`config.mk`:
```
export PLATFORM = sky130hd
export DESIGN_NAME = ahb_arbiter
export DESIGN_NICKNAME = d
export VERILOG_FILES = /design/src/rtl/ahb_arbiter.sv
export SDC_FILE = /design/constraint.sdc
export NUM_CORES = 1
export LEC_CHECK = 0
export ABC_AREA = 1
export CELL_PAD_IN_SITES_DETAIL_PLACEMENT = 1
export CELL_PAD_IN_SITES_GLOBAL_PLACEMENT = 2
export CORE_MARGIN = 2
export CORE_UTILIZATION = 27
export DETAILED_ROUTE_END_ITERATION = 10
export PLACE_DENSITY = 0.83
export RECOVER_POWER = 25
export SLEW_MARGIN = 25
export SYNTH_ARGS = -nofsm -noshare
export SYNTH_HDL_FRONTEND = slang
export SYNTH_SLANG_ARGS = --single-unit
```
`constraint.sdc`:
```
create_clock -name clk -period 1.8 [get_ports clk]
set_input_delay 0.54 -clock clk [delete_from_list [all_inputs] [get_ports clk]]
set_output_delay 0.54 -clock clk [all_outputs]
set_load 0.01 [all_outputs]
```
`src/rtl/ahb_arbiter.sv`:
```
// ahb_arbiter
//   Two-master AHB arbiter (M1 = instruction side, M2 = data side) with a
//   default-master fallback when nobody requests. Grants are registered.
//   HMASTER/HMASTLOCK describe the address-phase owner, which trails the
//   grant by one completed transfer.
//
// Build option:
//   ARB_RR_EN  defined   -> round-robin on a tie (the master that is not the
//                           last owner wins)
//              undefined -> fixed priority, M1 over M2
//
// Parameters:
//   MAX_TENURE  consecutive HREADY-high owned cycles before the owner must
//               yield at a burst boundary (2..255)
//
// Ports:
//   clk, rst                  bus clock, synchronous active-high reset
//   HREADY                    transfer complete; all state frozen while low
//   HBUSREQ_M1/M2             bus requests
//   HLOCK_M1/M2               locked-sequence requests
//   HTRANS_M1/M2              transfer types (IDLE/BUSY/NONSEQ/SEQ)
//   HGRANT_M1/M2              registered grants, one-hot or zero
//   HMASTER                   address-phase owner (0 none, 1 M1, 2 M2)
//   HMASTLOCK                 address-phase transfer is locked
//
// Grant FSM:
//   state    | meaning
//   OWN_NONE | bus parked on the default master, no grant
//   OWN_M1   | M1 owns the bus
//   OWN_M2   | M2 owns the bus

module ahb_arbiter #(
  parameter int unsigned MAX_TENURE = 16
) (
  input  logic       clk,
  input  logic       rst,
  input  logic       HREADY,
  input  logic       HBUSREQ_M1,
  input  logic       HBUSREQ_M2,
  input  logic       HLOCK_M1,
  input  logic       HLOCK_M2,
  input  logic [1:0] HTRANS_M1,
  input  logic [1:0] HTRANS_M2,
  output logic       HGRANT_M1,
  output logic       HGRANT_M2,
  output logic [3:0] HMASTER,
  output logic       HMASTLOCK
);

  localparam logic [1:0] HTRANS_IDLE   = 2'b00;
  localparam logic [1:0] HTRANS_NONSEQ = 2'b10;
  localparam logic [7:0] TENURE_MAX    = 8'(MAX_TENURE);

  typedef enum logic [1:0] {
    OWN_NONE = 2'd0,
    OWN_M1   = 2'd1,
    OWN_M2   = 2'd2
  } owner_e;

  owner_e     grant_q, grant_d;
  owner_e     last_q, last_d;
  // Tenure is kept as cycles remaining: zero means the owner has used up
  // its MAX_TENURE allowance.
  logic [7:0] tenure_left_q, tenure_left_d;
  logic       gnt_m1_q, gnt_m2_q;
  logic [3:0] hmaster_q;
  logic       hmastlock_q;

  logic       oreq, olock;
  logic [1:0] otrans;
  logic       boundary, expired;
  logic       cand_m1, cand_m2;
  logic [7:0] tenure_tick;
  owner_e     pick;

  always_comb begin
    oreq   = 1'b0;
    olock  = 1'b0;
    otrans = HTRANS_IDLE;
    case (grant_q)
      OWN_M1: begin
        oreq   = HBUSREQ_M1;
        olock  = HLOCK_M1;
        otrans = HTRANS_M1;
      end
      OWN_M2: begin
        oreq   = HBUSREQ_M2;
        olock  = HLOCK_M2;
        otrans = HTRANS_M2;
      end
      default: ;
    endcase
  end

  assign boundary    = (otrans == HTRANS_IDLE) || (otrans == HTRANS_NONSEQ);
  assign expired     = (tenure_left_q == 8'd0);
  assign tenure_tick = expired ? 8'd0 : tenure_left_q - 8'd1;

  // An expired owner only steps aside if the other master actually wants
  // the bus; otherwise it may keep it.
  assign cand_m1 = HBUSREQ_M1 && !(expired && (grant_q == OWN_M1) && HBUSREQ_M2);
  assign cand_m2 = HBUSREQ_M2 && !(expired && (grant_q == OWN_M2) && HBUSREQ_M1);

  always_comb begin
    pick = OWN_NONE;
    if (cand_m1 && cand_m2) begin
`ifdef ARB_RR_EN
      pick = (last_q == OWN_M1) ? OWN_M2 : OWN_M1;
`else
      pick = OWN_M1;
`endif
    end else if (cand_m1) begin
      pick = OWN_M1;
    end else if (cand_m2) begin
      pick = OWN_M2;
    end
  end

  always_comb begin
    grant_d       = grant_q;
    last_d        = last_q;
    tenure_left_d = tenure_tick;
    if (olock) begin
      grant_d = grant_q;
    end else if (oreq && !expired) begin
      grant_d = grant_q;
    end else if (boundary) begin
      grant_d = pick;
      if (pick != grant_q) begin
        tenure_left_d = TENURE_MAX;
        if (pick != OWN_NONE) begin
          last_d = pick;
        end
      end
    end
    // Mid-burst (SEQ/BUSY) without lock: hold the grant until a boundary.
  end

  always_ff @(posedge clk) begin
    if (rst) begin
      grant_q       <= OWN_NONE;
      last_q        <= OWN_M2;
      tenure_left_q <= TENURE_MAX;
      gnt_m1_q      <= 1'b0;
      gnt_m2_q      <= 1'b0;
      hmaster_q     <= 4'd0;
      hmastlock_q   <= 1'b0;
    end else if (HREADY) begin
      grant_q       <= grant_d;
      last_q        <= last_d;
      tenure_left_q <= tenure_left_d;
      gnt_m1_q      <= (grant_d == OWN_M1);
      gnt_m2_q      <= (grant_d == OWN_M2);
      // Address phase follows the grant that was in force during this transfer.
      hmaster_q     <= {2'b00, grant_q};
      hmastlock_q   <= olock;
    end
  end

  assign HGRANT_M1 = gnt_m1_q;
  assign HGRANT_M2 = gnt_m2_q;
  assign HMASTER   = hmaster_q;
  assign HMASTLOCK = hmastlock_q;

endmodule

```
# Yosys cells after proc, flatten, opt, wreduce, memory -nomap -nowiden

Index checks and enable logic that the tools add are counted.
W data, S select, Z words.

Add/sub/neg operators: 1
Eq/ne operators: 6
Multiplexer cells: 14
Reduce and logical (&&, ||, !) cells: 14

Operators by type and width:

| operator              | number |
|---|---|
| $mux W8               | 5 |
| $mux W2               | 6 |
| $logic_and A1 B1 Y1   | 8 |
| $logic_not A8 Y1      | 1 |
| $sub A8 B1 Y8 const B | 1 |
| $eq A2 B2 Y1 const B  | 3 |
| $eq A2 B1 Y1 const B  | 2 |
| $pmux W1 S2           | 2 |
| $pmux W2 S2           | 1 |
| $logic_not A1 Y1      | 3 |
| $logic_not A2 Y1      | 1 |
| $ne A2 B2 Y1          | 1 |
| $logic_or A1 B1 Y1    | 1 |

Register bits: 15
Bits of input ports: 11
Output and inout bits: 7
Word-level logic and storage cells: 41

# Longest topological paths before layout

Depth in word-level cells: 13
Mapped depth: 12
Depth with buffers taken out: 12

# Worst setup path before layout

OpenSTA, ideal clock, no wires.

Path type: register -> register
Start point: reg grant_q[0]
End point: reg grant_q[1]
Arrival time: 1.353 ns
Data required time: 1.668 ns
Slack: 0.315 ns
Stages on the path, launching flop included: 11
Period minus slack after synthesis: 1.485 ns
Cell sequence: dfxtp_1 inv_1 ha_1 nand2_1 nand2_1 nor2_1 nand2_1 nand2_1 nor2_1 o21ai_1 a21oi_1

Word-level cells in the longest chain between the ends: 11
Elaborated cells between the ends (all ways): 24
Those cells by class: eq/ne: 3; mux: 9; reduce/logical: 12

RTL lines:

| item                              | RTL line | source |
|---|---|---|
| start: declaration                | 60       | `owner_e grant_q, grant_d;` |
| start signal: assignment          | 149      | `grant_q <= grant_d;` |
| $eq A2 B2 Y1                      | 80, 102  |  |
| $logic_and A1 B1 Y1 (2 in series) | 102      | `assign cand_m2 = HBUSREQ_M2 && !(expired && (grant_q == OWN_M2) && HBUSREQ_M1);` |
| $logic_not A1 Y1                  | 102      |  |
| $logic_and A1 B1 Y1               | 102      |  |
| $mux W2                           | 114      | `end else if (cand_m2) begin` |
| $mux W2                           | 112      | `end else if (cand_m1) begin` |
| $mux W2                           | 106      | `if (cand_m1 && cand_m2) begin` |
| $mux W2                           | 127      | `end else if (boundary) begin` |
| $mux W2                           | 125      | `end else if (oreq && !expired) begin` |
| $mux W2 (*)                       | 123      | `if (olock) begin` |

Every way passes the cells marked *; elsewhere a longest branch is shown, timed or not.
A chain may end at the register's enable or synchronous reset.

# Worst setup path in the final report

Start point: reg hmaster_q[1] (netlist: HMASTER[1])
End point: out HMASTER[1]

RTL lines:

| item                     | RTL line | source |
|---|---|---|
| start: declaration       | 66       | `logic [3:0] hmaster_q;` |
| start signal: assignment | 155      | `hmaster_q <= {2'b00, grant_q};` |
| end: declaration         | 46       | `output logic [3:0] HMASTER,` |

No word-level cell between the ends.

==> results.sh <==
export IMPL_outcome="completed"
export IMPL_power_density_nw_per_um2=696
export IMPL_post_cts_buffers=0
export IMPL_final_nets=179
export IMPL_synthCells=142
export IMPL_cts_tree="done"
export IMPL_leakagePower_nw=0.519
export IMPL_cts_hold_buf=0
export IMPL_switching_share_pct=34.3
export IMPL_syn_to_final_growth_pct=28.6
export IMPL_hp_start="HGRANT_M1$_SDFFE_PP0P_"
export IMPL_critPathArrivalTime_ns=1.17
export IMPL_setup_viol=0
export IMPL_yosysMostFrequentCell="nand2_1"
export IMPL_via_per_inst=4.55
export IMPL_crit_chain="clkdlybuf4s50_1"
export IMPL_synth_area_sq_um=953
export IMPL_cp_max_fo=2
export IMPL_p_comb_share_pct=32.5
export IMPL_drt_first_pass_iters=4
export IMPL_hold_end="HGRANT_M1$_SDFFE_PP0P_"
export IMPL_clkPwrFrac_pct=22.9
export IMPL_wirelength_um=2540
export IMPL_synth_ff_type="dfxtp_1"
export IMPL_critPathTopFamily="buffers and inverters"
export IMPL_clock_sinks=15
export IMPL_rsz0062_at_grt="false"
export IMPL_cp_required_ns=1.26
export IMPL_port_buffers=13
export IMPL_ys_seq_elements=15
export IMPL_core_area_sq_um=3360
export IMPL_final_layout_size_suffix_gt1_share_pct=20.2
export IMPL_r2r_cells=11
export IMPL_slowest_delay_ns=0.54
export IMPL_critPathBufInv=1
export IMPL_cts_clk_slew_worst_paths_ns=0.09
export IMPL_routedWlPerCell_um=12.1
export IMPL_critPathLaunchType="flip-flop"
export IMPL_endpoint_kind="output pin"
export IMPL_drc_errors=0
export IMPL_grt_use_total_pct=13.6
export IMPL_r2r_start="tenure_left_q[0]$_SDFFE_PP0P_"
export IMPL_grt_max_degree=13
export IMPL_synth_edf_count=0
export IMPL_seqPwrFrac_pct=44.6
export IMPL_reg2reg_setup_slack_ns=0.17
export IMPL_crit_type="flip-flop to output pin"
export IMPL_grt_pass1_wl_um=4340
export IMPL_antenna_found_initial=0
export IMPL_yosys_area_top_type_share_pct=31.5
export IMPL_dieWidth_um=63.4
export IMPL_dp_hpwl_um=2010
export IMPL_max_freq_mhz=585
export IMPL_synth_top_cell_by_area="dfxtp_1"
export IMPL_synth_avg_cell_area_sq_um=6.71
export IMPL_htreeDepth=1
export IMPL_synth_seq_area_share_pct=31.5
export IMPL_postLayoutCellArea_sq_um=1230
export IMPL_die_height_um=63.4
export IMPL_synthDistinctLibCells=23
export IMPL_ir_worst_vdd_uv=295
export IMPL_core_rowCount=21
export IMPL_synth_async_reset_ratio_pct=0
export IMPL_synth_warning_count=0
export IMPL_synthTopCellsByArea="dfxtp_1 31%, nand2_1 17%, a21oi_1 10%, ha_1 5.2%, nor2_1 5.1%"
export IMPL_first_iter_violations=20
export IMPL_min_period_ns=1.71
export IMPL_hold_ws_ns=0.474
export IMPL_dpl_cell_area_sq_um=1180
export IMPL_maxCapViolCount=0
export IMPL_crit_slowest_cell="clkdlybuf4s50_1"
export IMPL_overflow=0
export IMPL_num_antenna_cells=0
export IMPL_final_util_pct=36.5
export IMPL_vias=951
export IMPL_start_util_pct=28.3
export IMPL_die_area_sq_um=4020
export IMPL_hold_viol=0
export IMPL_finalMaxSlewViolations=0
export IMPL_power_switching_mw=0.293
export IMPL_io_pins=18
export IMPL_finalCritPeriodShare_pct=95.0
export IMPL_cts_buffers=3
export IMPL_synth_commonest_cells="42 x nand2_1, 19 x a21oi_1, 15 x dfxtp_1"
export IMPL_whs_path_depth=2
export IMPL_clock_path_buffers=2
export IMPL_reg2reg_to="tenure_left_q[7]$_SDFFE_PP0P_"
export IMPL_gp_congestion=0.745
export IMPL_min_delay_path_class="flip-flop to flip-flop"
export IMPL_clock_root_buffer="clkbuf_4"
export IMPL_p_int_mw=0.561
export IMPL_ant_nets=0
export IMPL_skew_ns=0.00181
export IMPL_insertion_delay_ns=0.28
export IMPL_first_global_vias=1015
-- final cells by class --
cell class	count	area [sq um]
tap	46	57.6
multi-input combinational	110	601
fill	449	2140
sequential	15	303
timing repair buffer	21	190
inverter	13	48.8
clock buffer	4	26.3
-- layer usage --
| layer | share of wire [%] | vias up | wire length [um] | GRT usage (%) |
|---|---|---|---|---|
| met4 | 0.32 | 0 | 8 | 3.26 |
| met2 | 55 | 12 | 1410 | 26.1 |
| li1 | - | 485 | - | - |
| met1 | 41 | 452 | 1030 | 14.1 |
| met5 | 0 | - | 0 | 0 |
| met3 | 3.7 | 2 | 93 | 4.46 |
-- cells in the final DEF, fill, tap and decap left out --
cell type	count
nor2_2	4
ha_2	2
o21ai_1	2
conb_1	2
buf_4	8
a21oi_1	18
a21boi_2	1
nand3_2	1
clkbuf_1	1
ha_1	2
o21ai_0	5
clkbuf_4	3
nor2_1	11
nand2_2	4
inv_1	12
inv_2	1
nand3b_1	1
nand3_1	5
xnor2_1	2
dfxtp_1	13
xor2_1	2
dfxtp_2	2
a21oi_2	1
nand2_1	40
clkdlybuf4s50_1	12
nor2_4	3
nand2_4	3
or2_1	1
dlygate4sd3_1	1
-- power by group through the flow --
stage                     Clock, mW  Sequential, mW  Combinational, mW
after floorplan                   0           0.386              0.185
after global placement            0           0.387              0.261
after global routing          0.224           0.385              0.312
final                         0.196           0.380              0.278
after detailed placement          0           0.388              0.274
after CTS                     0.210           0.380              0.275
-- sequential cells by signal, summed over array words and instances (netlist names) --
register       cells
tenure_left_q      8
grant_q            2
HMASTER            2
HGRANT_M2          1
HGRANT_M1          1
HMASTLOCK          1
-- repair_timing --
action	4_1_cts	5_1_grt
resized for setup	0	9
endpoints found under the setup margin	0	11
endpoints found under the hold margin	0	0
-- kinds of logic after synthesis --
kind of cell,share of synthesized area [%]
adder cells (fa/ha/maj),5.25
AND/OR/NAND/NOR,36.5
buffers and inverters,7.87
other,0.393
flip-flops,31.5
AO/OA/AOI/OAI,14.8
XOR/XNOR,3.68
-- stage by stage --
| stage | worst slack [ns] | std cells | setup TNS (ns) | total power [mW] |
|---|---|---|---|---|
| floorplan | 0.315 | 143 | 0 | 0.571 |
| global placement | -0.122 | 205 | -1.06 | 0.648 |
| detailed placement | -0.161 | 205 | -1.73 | 0.662 |
| CTS | 0.0555 | 209 | 0 | 0.866 |
| global route | 0.00191 | 209 | 0 | 0.921 |
| finish | 0.0893 | 209 | 0 | 0.854 |
-- worst max path at each step --
stage,slack (ns),from,endpoint,cells past startpoint
after global placement,-0.12,HBUSREQ_M1,grant_q[1]$_SDFFE_PP0P_,9
after floorplan,0.31,grant_q[0]$_SDFFE_PP0P_,grant_q[1]$_SDFFE_PP0P_,10
after CTS,0.06,HMASTER[1]$_SDFFE_PP0P_,HMASTER[1],1
final,0.09,HMASTER[1]$_SDFFE_PP0P_,HMASTER[1],1
after global routing,0.002,tenure_left_q[0]$_SDFFE_PP0P_,tenure_left_q[0]$_SDFFE_PP0P_,12
after detailed placement,-0.16,HBUSREQ_M2,HGRANT_M2$_SDFFE_PP0P_,9
Note: power is estimated with default switching activity, not from simulation.
